File: src/rtl/muldiv_unit_if.sv
// muldiv_unit_if -- request/response bundle for the iterative multiply/divide unit.
//
// Request side : in_valid, in_ready, op[2:0], A, B, in_tag, kill
// Response side: out_valid, out_ready, result, out_tag
//
// Modports:
//   master -- the issuing pipeline (drives operations, consumes results)
//   slave  -- the muldiv_unit itself
interface muldiv_unit_if #(
    parameter int DATA_W = 32,
    parameter int TAG_W  = 5
);
    logic              in_valid;
    logic              in_ready;
    logic [2:0]        op;
    logic [DATA_W-1:0] A;
    logic [DATA_W-1:0] B;
    logic [TAG_W-1:0]  in_tag;
    logic              kill;
    logic              out_valid;
    logic              out_ready;
    logic [DATA_W-1:0] result;
    logic [TAG_W-1:0]  out_tag;

    modport master (
        output in_valid, op, A, B, in_tag, kill, out_ready,
        input  in_ready, out_valid, result, out_tag
    );

    modport slave (
        input  in_valid, op, A, B, in_tag, kill, out_ready,
        output in_ready, out_valid, result, out_tag
    );
endinterface

File: src/rtl/muldiv_unit.sv
// muldiv_unit -- RISC-V style M-extension multiply/divide unit.
//
// Multiplies use a one-bit-per-cycle shift-add on operand magnitudes; divides
// use one-bit-per-cycle restoring division on magnitudes. Signs are applied
// when the final result is written. Division by zero and signed overflow are
// resolved at acceptance and go straight to DONE.
//
// Ports:
//   clk   -- clock, all state on rising edge
//   reset -- asynchronous active-high reset
//   bus   -- muldiv_unit_if.slave: in_valid/in_ready/op/A/B/in_tag/kill,
//            out_valid/out_ready/result/out_tag
//
// Build option: define MULDIV_FAST_MUL_EN to replace the iterative multiplier
// with a single-cycle combinational product computed at acceptance.
module muldiv_unit #(
    parameter int DATA_W = 32,
    parameter int TAG_W  = 5
) (
    input  logic         clk,
    input  logic         reset,
    muldiv_unit_if.slave bus
);
    localparam int CNT_W = $clog2(DATA_W);
    localparam logic [DATA_W-1:0] MIN_NEG = {1'b1, {(DATA_W-1){1'b0}}};

    typedef enum logic [1:0] {IDLE, MUL, DIV, DONE} state_t;

    state_t state, state_nx;

    logic              in_ready, out_valid, accept, last_step;
    logic [DATA_W-1:0] hi_q, lo_q, mcand_q, result_q;
    logic [TAG_W-1:0]  tag_q;
    logic [1:0]        op_q;
    logic              neg_q, rem_neg_q;
    logic [CNT_W-1:0]  cnt_q;

    // ---------------- operand decode at acceptance ----------------
    logic              div_zero, div_ovf, sa, sb;
    logic [DATA_W-1:0] mag_a, mag_b;

    always_comb begin
        div_zero = (bus.B == '0);
        div_ovf  = !bus.op[0] && (bus.A == MIN_NEG) && (bus.B == '1);
        if (bus.op[2]) begin
            sa = !bus.op[0] && bus.A[DATA_W-1];
            sb = !bus.op[0] && bus.B[DATA_W-1];
        end else begin
            // MULH: both signed, MULHSU: only A signed; MUL low half is sign-agnostic
            sa = ((bus.op[1:0] == 2'b01) || (bus.op[1:0] == 2'b10)) && bus.A[DATA_W-1];
            sb = (bus.op[1:0] == 2'b01) && bus.B[DATA_W-1];
        end
        mag_a = sa ? -bus.A : bus.A;
        mag_b = sb ? -bus.B : bus.B;
    end

`ifdef MULDIV_FAST_MUL_EN
    logic [2*DATA_W-1:0] ext_a, ext_b, fast_prod;
    logic [DATA_W-1:0]   fast_res;

    always_comb begin
        // sa/sb already encode "signed and negative", so they are the extension bits
        ext_a     = {{DATA_W{sa}}, bus.A};
        ext_b     = {{DATA_W{sb}}, bus.B};
        fast_prod = ext_a * ext_b;
        fast_res  = (bus.op[1:0] == 2'b00) ? fast_prod[DATA_W-1:0]
                                           : fast_prod[2*DATA_W-1:DATA_W];
    end
`endif

    // ---------------- one iteration step + final sign fix-up ----------------
    logic [DATA_W:0]     mul_sum, div_shift;
    logic [DATA_W-1:0]   div_diff, hi_nx, lo_nx, quo, rem, res_fin;
    logic                div_ge;
    logic [2*DATA_W-1:0] prod;

    always_comb begin
        mul_sum   = {1'b0, hi_q} + {1'b0, (lo_q[0] ? mcand_q : '0)};
        div_shift = {hi_q, lo_q[DATA_W-1]};
        div_ge    = (div_shift >= {1'b0, mcand_q});
        // only used when div_ge, so the true difference fits in DATA_W bits
        div_diff  = div_shift[DATA_W-1:0] - mcand_q;

        if (state == MUL) begin
            hi_nx = mul_sum[DATA_W:1];
            lo_nx = {mul_sum[0], lo_q[DATA_W-1:1]};
        end else begin
            hi_nx = div_ge ? div_diff : div_shift[DATA_W-1:0];
            lo_nx = {lo_q[DATA_W-2:0], div_ge};
        end

        prod = {hi_nx, lo_nx};
        if (neg_q) prod = -prod;
        quo = neg_q     ? -lo_nx : lo_nx;
        rem = rem_neg_q ? -hi_nx : hi_nx;

        if (state == MUL)
            res_fin = (op_q == 2'b00) ? prod[DATA_W-1:0] : prod[2*DATA_W-1:DATA_W];
        else
            res_fin = op_q[1] ? rem : quo;
    end

    // ---------------- FSM ----------------
    always_ff @(posedge clk or posedge reset) begin
        if (reset) state <= IDLE;
        else       state <= state_nx;
    end

    always_comb begin
        state_nx  = state;
        in_ready  = (state == IDLE) && !bus.kill && !reset;
        out_valid = (state == DONE);
        accept    = bus.in_valid && in_ready;
        last_step = (cnt_q == CNT_W'(DATA_W-1));

        case (state)
            IDLE: begin
                if (accept) begin
                    if (bus.op[2])
                        state_nx = (div_zero || div_ovf) ? DONE : DIV;
                    else
`ifdef MULDIV_FAST_MUL_EN
                        state_nx = DONE;
`else
                        state_nx = MUL;
`endif
                end
            end
            MUL, DIV: if (last_step) state_nx = DONE;
            DONE:     if (bus.out_ready) state_nx = IDLE;
            default:  state_nx = IDLE;
        endcase

        if (bus.kill) state_nx = IDLE;
    end

    // ---------------- datapath ----------------
    always_ff @(posedge clk or posedge reset) begin
        if (reset) begin
            hi_q      <= '0;
            lo_q      <= '0;
            mcand_q   <= '0;
            result_q  <= '0;
            tag_q     <= '0;
            op_q      <= '0;
            neg_q     <= 1'b0;
            rem_neg_q <= 1'b0;
            cnt_q     <= '0;
        end else begin
            case (state)
                IDLE: begin
                    if (accept) begin
                        op_q  <= bus.op[1:0];
                        tag_q <= bus.in_tag;
                        cnt_q <= '0;
                        hi_q  <= '0;
                        if (bus.op[2]) begin
                            neg_q     <= sa ^ sb;
                            rem_neg_q <= sa;
                            lo_q      <= mag_a;
                            mcand_q   <= mag_b;
                            if (div_zero)
                                result_q <= bus.op[1] ? bus.A : '1;
                            else if (div_ovf)
                                result_q <= bus.op[1] ? '0 : bus.A;
                        end else begin
`ifdef MULDIV_FAST_MUL_EN
                            result_q <= fast_res;
`else
                            neg_q   <= sa ^ sb;
                            lo_q    <= mag_b;
                            mcand_q <= mag_a;
`endif
                        end
                    end
                end
                MUL, DIV: begin
                    hi_q  <= hi_nx;
                    lo_q  <= lo_nx;
                    cnt_q <= cnt_q + CNT_W'(1);
                    if (last_step) result_q <= res_fin;
                end
                default: ;
            endcase
        end
    end

    assign bus.in_ready  = in_ready;
    assign bus.out_valid = out_valid;
    assign bus.result    = result_q;
    assign bus.out_tag   = tag_q;
endmodule
File: src/flat_wrapper.sv
// flat-port wrapper written by rule: the top's interface ports become plain ports
module muldiv_unit_flat 
#(
    parameter int DATA_W = 32,
    parameter int TAG_W  = 5
)
  (clk, reset, bus_in_valid, bus_op, bus_A, bus_B, bus_in_tag, bus_kill, bus_out_ready, bus_in_ready, bus_out_valid, bus_result, bus_out_tag);
  muldiv_unit_if #(.DATA_W(DATA_W), .TAG_W(TAG_W)) bus_i ();
  input  logic clk;
  input  logic reset;
  input wire logic [$bits(bus_i.in_valid)-1:0] bus_in_valid;
  input wire logic [$bits(bus_i.op)-1:0] bus_op;
  input wire logic [$bits(bus_i.A)-1:0] bus_A;
  input wire logic [$bits(bus_i.B)-1:0] bus_B;
  input wire logic [$bits(bus_i.in_tag)-1:0] bus_in_tag;
  input wire logic [$bits(bus_i.kill)-1:0] bus_kill;
  input wire logic [$bits(bus_i.out_ready)-1:0] bus_out_ready;
  output wire logic [$bits(bus_i.in_ready)-1:0] bus_in_ready;
  output wire logic [$bits(bus_i.out_valid)-1:0] bus_out_valid;
  output wire logic [$bits(bus_i.result)-1:0] bus_result;
  output wire logic [$bits(bus_i.out_tag)-1:0] bus_out_tag;
  assign bus_i.in_valid = bus_in_valid;
  assign bus_i.op = bus_op;
  assign bus_i.A = bus_A;
  assign bus_i.B = bus_B;
  assign bus_i.in_tag = bus_in_tag;
  assign bus_i.kill = bus_kill;
  assign bus_i.out_ready = bus_out_ready;
  assign bus_in_ready = bus_i.in_ready;
  assign bus_out_valid = bus_i.out_valid;
  assign bus_result = bus_i.result;
  assign bus_out_tag = bus_i.out_tag;
  muldiv_unit #(.DATA_W(DATA_W), .TAG_W(TAG_W)) u_core (.clk(clk), .reset(reset), .bus(bus_i));
endmodule
File: config.mk
export PLATFORM = sky130hd
export DESIGN_NAME = muldiv_unit_flat
export DESIGN_NICKNAME = d
export VERILOG_FILES = /design/src/rtl/muldiv_unit_if.sv /design/src/rtl/muldiv_unit.sv /design/src/flat_wrapper.sv
export SDC_FILE = /design/constraint.sdc
export NUM_CORES = 1
export LEC_CHECK = 0
export BUFFER_PORTS_ARGS = -buffer_cell sky130_fd_sc_hd__buf_2
export CAP_MARGIN = 20
export CORE_UTILIZATION = 50
export CTS_CLUSTER_DIAMETER = 120
export DETAILED_ROUTE_END_ITERATION = 6
export PLACE_DENSITY = 0.68
export SETUP_SLACK_MARGIN = 0.4
export SLEW_MARGIN = 5
export SYNTH_ARGS = -nofsm -noshare
export SYNTH_HDL_FRONTEND = slang
export SYNTH_SLANG_ARGS = --single-unit
File: constraint.sdc
create_clock -name clk -period 8.2 [get_ports clk]
set_input_delay 1.64 -clock clk [delete_from_list [all_inputs] [get_ports clk]]
set_output_delay 1.64 -clock clk [all_outputs]
set_load 0.02 [all_outputs]
==> impl_metrics.yaml, run 1 <==
status:
  run_status: "completed"
yosys:
  synth_area_um2: 16700
  yosys_reg_bits: 144
  post_synth_num_cell_types: 102
  ys_seq_area_frac: 0.216
  ys_flop_type: "sky130_fd_sc_hd__dfrtp_1"
  count_of_flip_flops_with_a_built_in_enable_after_synthesis: 0
  syn-mean-instance-area_um2: 7.45
  synth_warnings: 0
  synth.net_count: 2393
  synth_cells: 2237
  postSynth.asyncResetShare: 1.00
die:
  die_area_um2: 34100
  fp-row-count: 66
  die_height_um: 185
  core_region_area_um2: 32700
  dieWidth_um: 185
  initial_utilization: 0.509
  top_level_ports: 116
global_routing:
  pin_count_of_the_biggest_net_entering_global_routing: 97
  grt_pass1_vias: 16400
  grt_pass1_wl_um: 101000
  number_of_antenna_violations_at_the_first_check_in_global_routing: 3
  global_route.overflow_total: 0
  gr-usage-all-layers: 0.396
detailed_routing:
  drcViolationCount: 0
  ant_nets: 0
  detail_route.iter0.violations: 2432
  detailroute.via_count: 18300
  detailedRoute.firstPassIterationCount: 7
  detail_route.wl_per_cell_um: 24.8
  total_detailed_routing_wirelength_um: 67300
  post_drt_via_cell_ratio: 6.72
clocking:
  postCtsSetupBuffers: 0
  clock_insertion_delay_worst_skew_ns: 0.47
  maximum_buffer_depth_of_the_clock_tree: 2
  cts-hold-fix-buffers: 0
  numClockSinks: 144
  ctsRootBufferMaster: "sky130_fd_sc_hd__clkbuf_16"
  cts.htree.levels: 4
  postCtsResizedCells: 0
  cts_made_buffers: 17
  tritoncts_clock_tree: "done"
  clk_pin_slew_worst_setup_hold_paths_ns: 0.07
finish:
  nNetsFinal: 2418
  post_route_cells_drive_above_1_share: 0.114
  mostFrequentLayoutCell: "sky130_fd_sc_hd__nand2_1"
  layout_common_cells: "281 x sky130_fd_sc_hd__nand2_1, 213 x sky130_fd_sc_hd__o21ai_0, 192 x sky130_fd_sc_hd__a21oi_1"
  util_after_layout: 0.553
  layout-area-overhead-vs-synth_pct: 8.54
critical_path:
  cp-end-kind: "flop"
  path_class: "reg -> reg"
  critical_path_required_ns: 8.53
  r2r-start: "u_core.hi_q[17]$_DFFE_PP0P_"
  worst_setup_path_startpoint: "u_core.hi_q[17]$_DFFE_PP0P_"
  worst_setup_path_start_kind: "flop"
  timing.critical_path.fanout_max: 14
  timing.critical_path.arrival_ns: 6.66
timing:
  finalClockSkew_ns: 0.0126
  hold_viol_final: 0
  maxSlewViolCount: 0
  rsz0062_at_grt: "no"
  fmax_mhz: 158
  setup_total_negative_slack_ns: 0
  timing.slew.headroom: 0.282
  period_share: 0.772
  final_period_minus_worst_setup_slack_ns: 6.33
  setup-violations-final: 0
  worst_pin_slew_ns: 1.07
placed_design:
  globalplace.congestion: 1.07
  dpl.hpwl_um: 51300
  numPortBuffers: 115
min_path:
  worstHoldPathType: "reg -> reg"
  hp-start: "u_core.bus.out_tag[1]$_DFFE_PP0P_"
run:
  timing.max_cap.violations: 0
-- through the flow --
step	cell area, µm²	setup slack [ns]	hold WS, ns	cells
final	18100	1.87	0.467	2718
after global routing	18100	1.75	0.499	2717
after CTS	18100	2.10	0.474	2717
after detailed placement	17400	2.13	0.458	2685
after global placement	17400	2.12	0.453	2685
after floorplan	16700	2.69	0.463	2237
-- registers in the layout (all words and copies together), names as in the netlist --
signal and cells:
u_core.bus.out_tag 5, u_core.bus.result 32, u_core.cnt_q 5, u_core.hi_q 32, u_core.lo_q 32, u_core.mcand_q 32
u_core.neg_q 1, u_core.op_q 2, u_core.rem_neg_q 1, u_core.state 2
-- final timing paths --
kind	to	slack, ns	depth (start not counted)
hold / removal	u_core.bus.out_tag[1]$_DFFE_PP0P_	0.47	2
setup reg to reg	u_core.bus.result[16]$_DFFE_PP0P_	1.87	17
max in group asynchronous	u_core.mcand_q[20]$_DFFE_PP0P_	5.37	3
hold reg to reg	u_core.bus.out_tag[1]$_DFFE_PP0P_	0.47	2
setup / recovery	u_core.bus.result[16]$_DFFE_PP0P_	1.87	17
min in group asynchronous	u_core.bus.result[2]$_DFFE_PP0P_	1.32	2
-- final cells by class --
cell class,instances,area (µm²)
sequential,144,3600
clock buffer,18,429
timing repair buffer,147,816
clock inverter,14,205
inverter,78,298
multi-input combinational,1874,12200
antenna,1,2.50
fill,3267,14600
tap,442,553
-- critical path, cell delays in order, from the launching register on --
cell,delay (ns)
sky130_fd_sc_hd__dfrtp_1,0.43
sky130_fd_sc_hd__ha_1,0.39
sky130_fd_sc_hd__a21oi_1,0.33
sky130_fd_sc_hd__o211ai_1,0.17
sky130_fd_sc_hd__a211oi_2,0.40
sky130_fd_sc_hd__o21ai_2,0.33
sky130_fd_sc_hd__nor3_2,0.68
sky130_fd_sc_hd__nor2b_1,0.24
sky130_fd_sc_hd__inv_2,0.21
sky130_fd_sc_hd__ha_1,0.25
sky130_fd_sc_hd__o2111ai_1,0.29
sky130_fd_sc_hd__or2_2,0.42
sky130_fd_sc_hd__or3_1,0.37
sky130_fd_sc_hd__nor4_1,0.69
sky130_fd_sc_hd__a31oi_1,0.20
sky130_fd_sc_hd__xnor2_1,0.17
sky130_fd_sc_hd__a221oi_1,0.49
sky130_fd_sc_hd__a21oi_1,0.14
-- per-layer routing --
| metal | part of all wire | global-route usage |
|---|---|---|
| met1 | 0.41 | 0.522 |
| met3 | 0.10 | 0.0871 |
| met5 | 0.00043 | 0 |
| met2 | 0.43 | 0.591 |
| met4 | 0.062 | 0.232 |
-- synthesized netlist by cell type (30+ instances only) --
master,instances,area share
sky130_fd_sc_hd__a21oi_1,192,0.058
sky130_fd_sc_hd__xor2_1,83,0.044
sky130_fd_sc_hd__nand2_1,281,0.063
sky130_fd_sc_hd__mux2i_1,45,0.027
sky130_fd_sc_hd__and2_1,48,0.018
sky130_fd_sc_hd__nor3_1,49,0.015
sky130_fd_sc_hd__ha_1,77,0.058
sky130_fd_sc_hd__xnor2_1,93,0.049
sky130_fd_sc_hd__dfrtp_1,144,0.22
sky130_fd_sc_hd__o21ai_0,213,0.064
sky130_fd_sc_hd__o31ai_1,31,0.014
sky130_fd_sc_hd__a31oi_1,30,0.011
sky130_fd_sc_hd__inv_1,76,0.017
sky130_fd_sc_hd__nand3_1,38,0.011
sky130_fd_sc_hd__clkbuf_1,104,0.023
sky130_fd_sc_hd__o211ai_1,38,0.017
sky130_fd_sc_hd__nor2_1,173,0.039
-- cell families after synthesis --
logic type	after synthesis	synth area share
compound gates	768	0.302
xor+xnor	176	0.0925
fa+ha+maj	103	0.0746
buf+inv	219	0.0551
flops	144	0.216
mux	58	0.0360
simple gates	769	0.223
Power of run 1 is left out: the tool's default activity adds up to more than one toggle a clock period on the data nets, which glitch-free logic cannot reach.
==> run 2: changes to the inputs <==
- clock period: 8.2 -> 5.9 ns (I/O delays scaled with it)
==> impl_metrics.yaml, run 2 (synthesis gave the netlist of run 1 again) <==
status:
  run_status: "finished with violations"
  violations: "design-rule violations"
die:
  core_region_area_um2: 32700
  die_height_um: 185
  die_area_um2: 34100
  dieWidth_um: 185
  initial_utilization: 0.509
  fp-row-count: 66
  top_level_ports: 116
clocking:
  maximum_buffer_depth_of_the_clock_tree: 2
  clk_pin_slew_worst_setup_hold_paths_ns: 0.07
  tritoncts_clock_tree: "done"
  ctsRootBufferMaster: "sky130_fd_sc_hd__clkbuf_16"
  numClockSinks: 144
  cts_made_buffers: 17
  cts.htree.levels: 4
  cts-hold-fix-buffers: 0
  clock_insertion_delay_worst_skew_ns: 0.47
detailed_routing:
  wl_met1_um: 28800
  detail_route.wl_per_cell_um: 25.1
  drcViolationCount: 4
  ant_nets: 0
  detail_route.iter0.violations: 2450
  wl_met3_um: 7180
  total_detailed_routing_wirelength_um: 69100
  met2RoutedLength_um: 29400
  detailroute.via_count: 18300
  post_drt_via_cell_ratio: 6.64
  detailedRoute.firstPassIterationCount: 7
  highest_layer: "met5"
timing:
  hold_viol_final: 0
  fmax_mhz: 190
  setup_total_negative_slack_ns: 0
  worst_pin_slew_ns: 1.13
  setup_slack_ns: 0.644
  period_share: 0.891
  setup-violations-final: 0
  maxSlewViolCount: 0
  finalClockSkew_ns: 0.0161
  final_period_minus_worst_setup_slack_ns: 5.26
  timing.slew.headroom: 0.236
  rsz0062_at_grt: "no"
placed_design:
  placement.setup.worst_slack_ns: 0.447
  dpl.hpwl_um: 53500
  numPortBuffers: 115
  placed_cell_area_um2: 17700
  globalplace.congestion: 1.01
finish:
  post_route_cells_drive_above_1_share: 0.132
  layout_common_cells: "281 x sky130_fd_sc_hd__nand2_1, 212 x sky130_fd_sc_hd__o21ai_0, 190 x sky130_fd_sc_hd__a21oi_1"
  mostFrequentLayoutCell: "sky130_fd_sc_hd__nand2_1"
  multi_input_area_um2: 12300
  nFillCells: 3193
  layout-area-overhead-vs-synth_pct: 10.9
  nNetsFinal: 2456
  util_after_layout: 0.565
  register_area_um2: 3600
  stdcell_area_um2: 18500
run:
  timing.max_cap.violations: 0
critical_path:
  cp_common_cell: "sky130_fd_sc_hd__nand2_1"
  path_cells: "inv_1 -> ha_4 -> buf_4 -> mux2i_1 -> nand2_1 -> nor2_1 -> nand2_1 -> nor3_2 -> nand4_2 -> nor4_4 -> nand2_2 -> or4_1 -> o311a_1 -> o21ai_1 -> nand3b_1 -> a221o_1"
  cpMaxStageDelayCell: "sky130_fd_sc_hd__or4_1"
  path_class: "reg -> reg"
  timing.critical_path.arrival_ns: 5.60
  critical_path_required_ns: 6.25
  timing.critical_path.fanout_max: 36
  cp-end-kind: "flop"
  crit_path_max_cell_delay_ns: 0.68
  worst_setup_path_start_kind: "flop"
global_routing:
  global_route.overflow_total: 0
  pin_count_of_the_biggest_net_entering_global_routing: 97
  grt_pass1_wl_um: 103000
  number_of_antenna_violations_at_the_first_check_in_global_routing: 5
  gr-usage-all-layers: 0.407
  grt_pass1_vias: 16500
min_path:
  worstHoldPathType: "reg -> reg"
run 2: cell count changes in the layout (fill, tap and decap cells not counted), sizes merged:
cell      delta
inv          -1
buf         +38
clkinvlp     +1
diode        +1
clkbuf       +3
clkinv       -3
run 2: path summary, 6_finish.rpt:
kind,startpoint,to,slack (ns),depth (start not counted)
worst min-delay path,u_core.bus.out_tag[3]$_DFFE_PP0P_,u_core.bus.out_tag[3]$_DFFE_PP0P_,0.47,2
worst min register to register,u_core.bus.out_tag[3]$_DFFE_PP0P_,u_core.bus.out_tag[3]$_DFFE_PP0P_,0.47,2
worst max register to register,u_core.state[1]$_DFFE_PP0P_,u_core.bus.result[27]$_DFFE_PP0P_,0.64,16
max in group asynchronous,reset,u_core.hi_q[15]$_DFFE_PP0P_,3.94,3
min in group asynchronous,reset,u_core.state[1]$_DFFE_PP0P_,0.78,2
worst max-delay path,u_core.state[1]$_DFFE_PP0P_,u_core.bus.result[27]$_DFFE_PP0P_,0.64,16
run 2: per-stage QoR:
step           cells  hold WS [ns]
6_report        2757         0.473
4_1_cts         2754         0.480
3_5_place_dp    2722         0.462
3_3_place_gp    2722         0.454
2_1_floorplan   2237         0.463
5_1_grt         2755         0.501
run 2: per-layer routing:
metal / track usage / vias to the layer above
li1: - / 8333
met1: 0.547 / 8700
met2: 0.603 / 1078
met3: 0.0948 / 198
met4: 0.211 / 4
met5: 0 / -
run 2: critical path: cells and delay by family (launching register included):
| kind | cells | cell delay, ns |
|---|---|---|
| DFF | 1 | 0.42 |
| and+or+nand+nor | 9 | 2.39 |
| AOI/OAI and AO/OA | 3 | 0.82 |
| adders and majority gates | 1 | 0.50 |
| muxes | 1 | 0.44 |
| buffers and inverters | 2 | 0.50 |
run 2: layout make-up:
type / count / share of cell area
flip-flops and latches: 144 / 0.195
inverters: 78 / 0.0161
multi-input cells: 1874 / 0.664
diodes: 2 / 0.000271
clock inverters: 11 / 0.00948
well taps: 442 / 0.0299
clock buffers: 21 / 0.0260
repair buffers: 185 / 0.0596
run 2: timing repair:
item,CTS,global route
endpoints found under the setup margin,0,13
setup buffers,0,1
resized for setup,0,15
Power of run 2 is left out for the same reason.
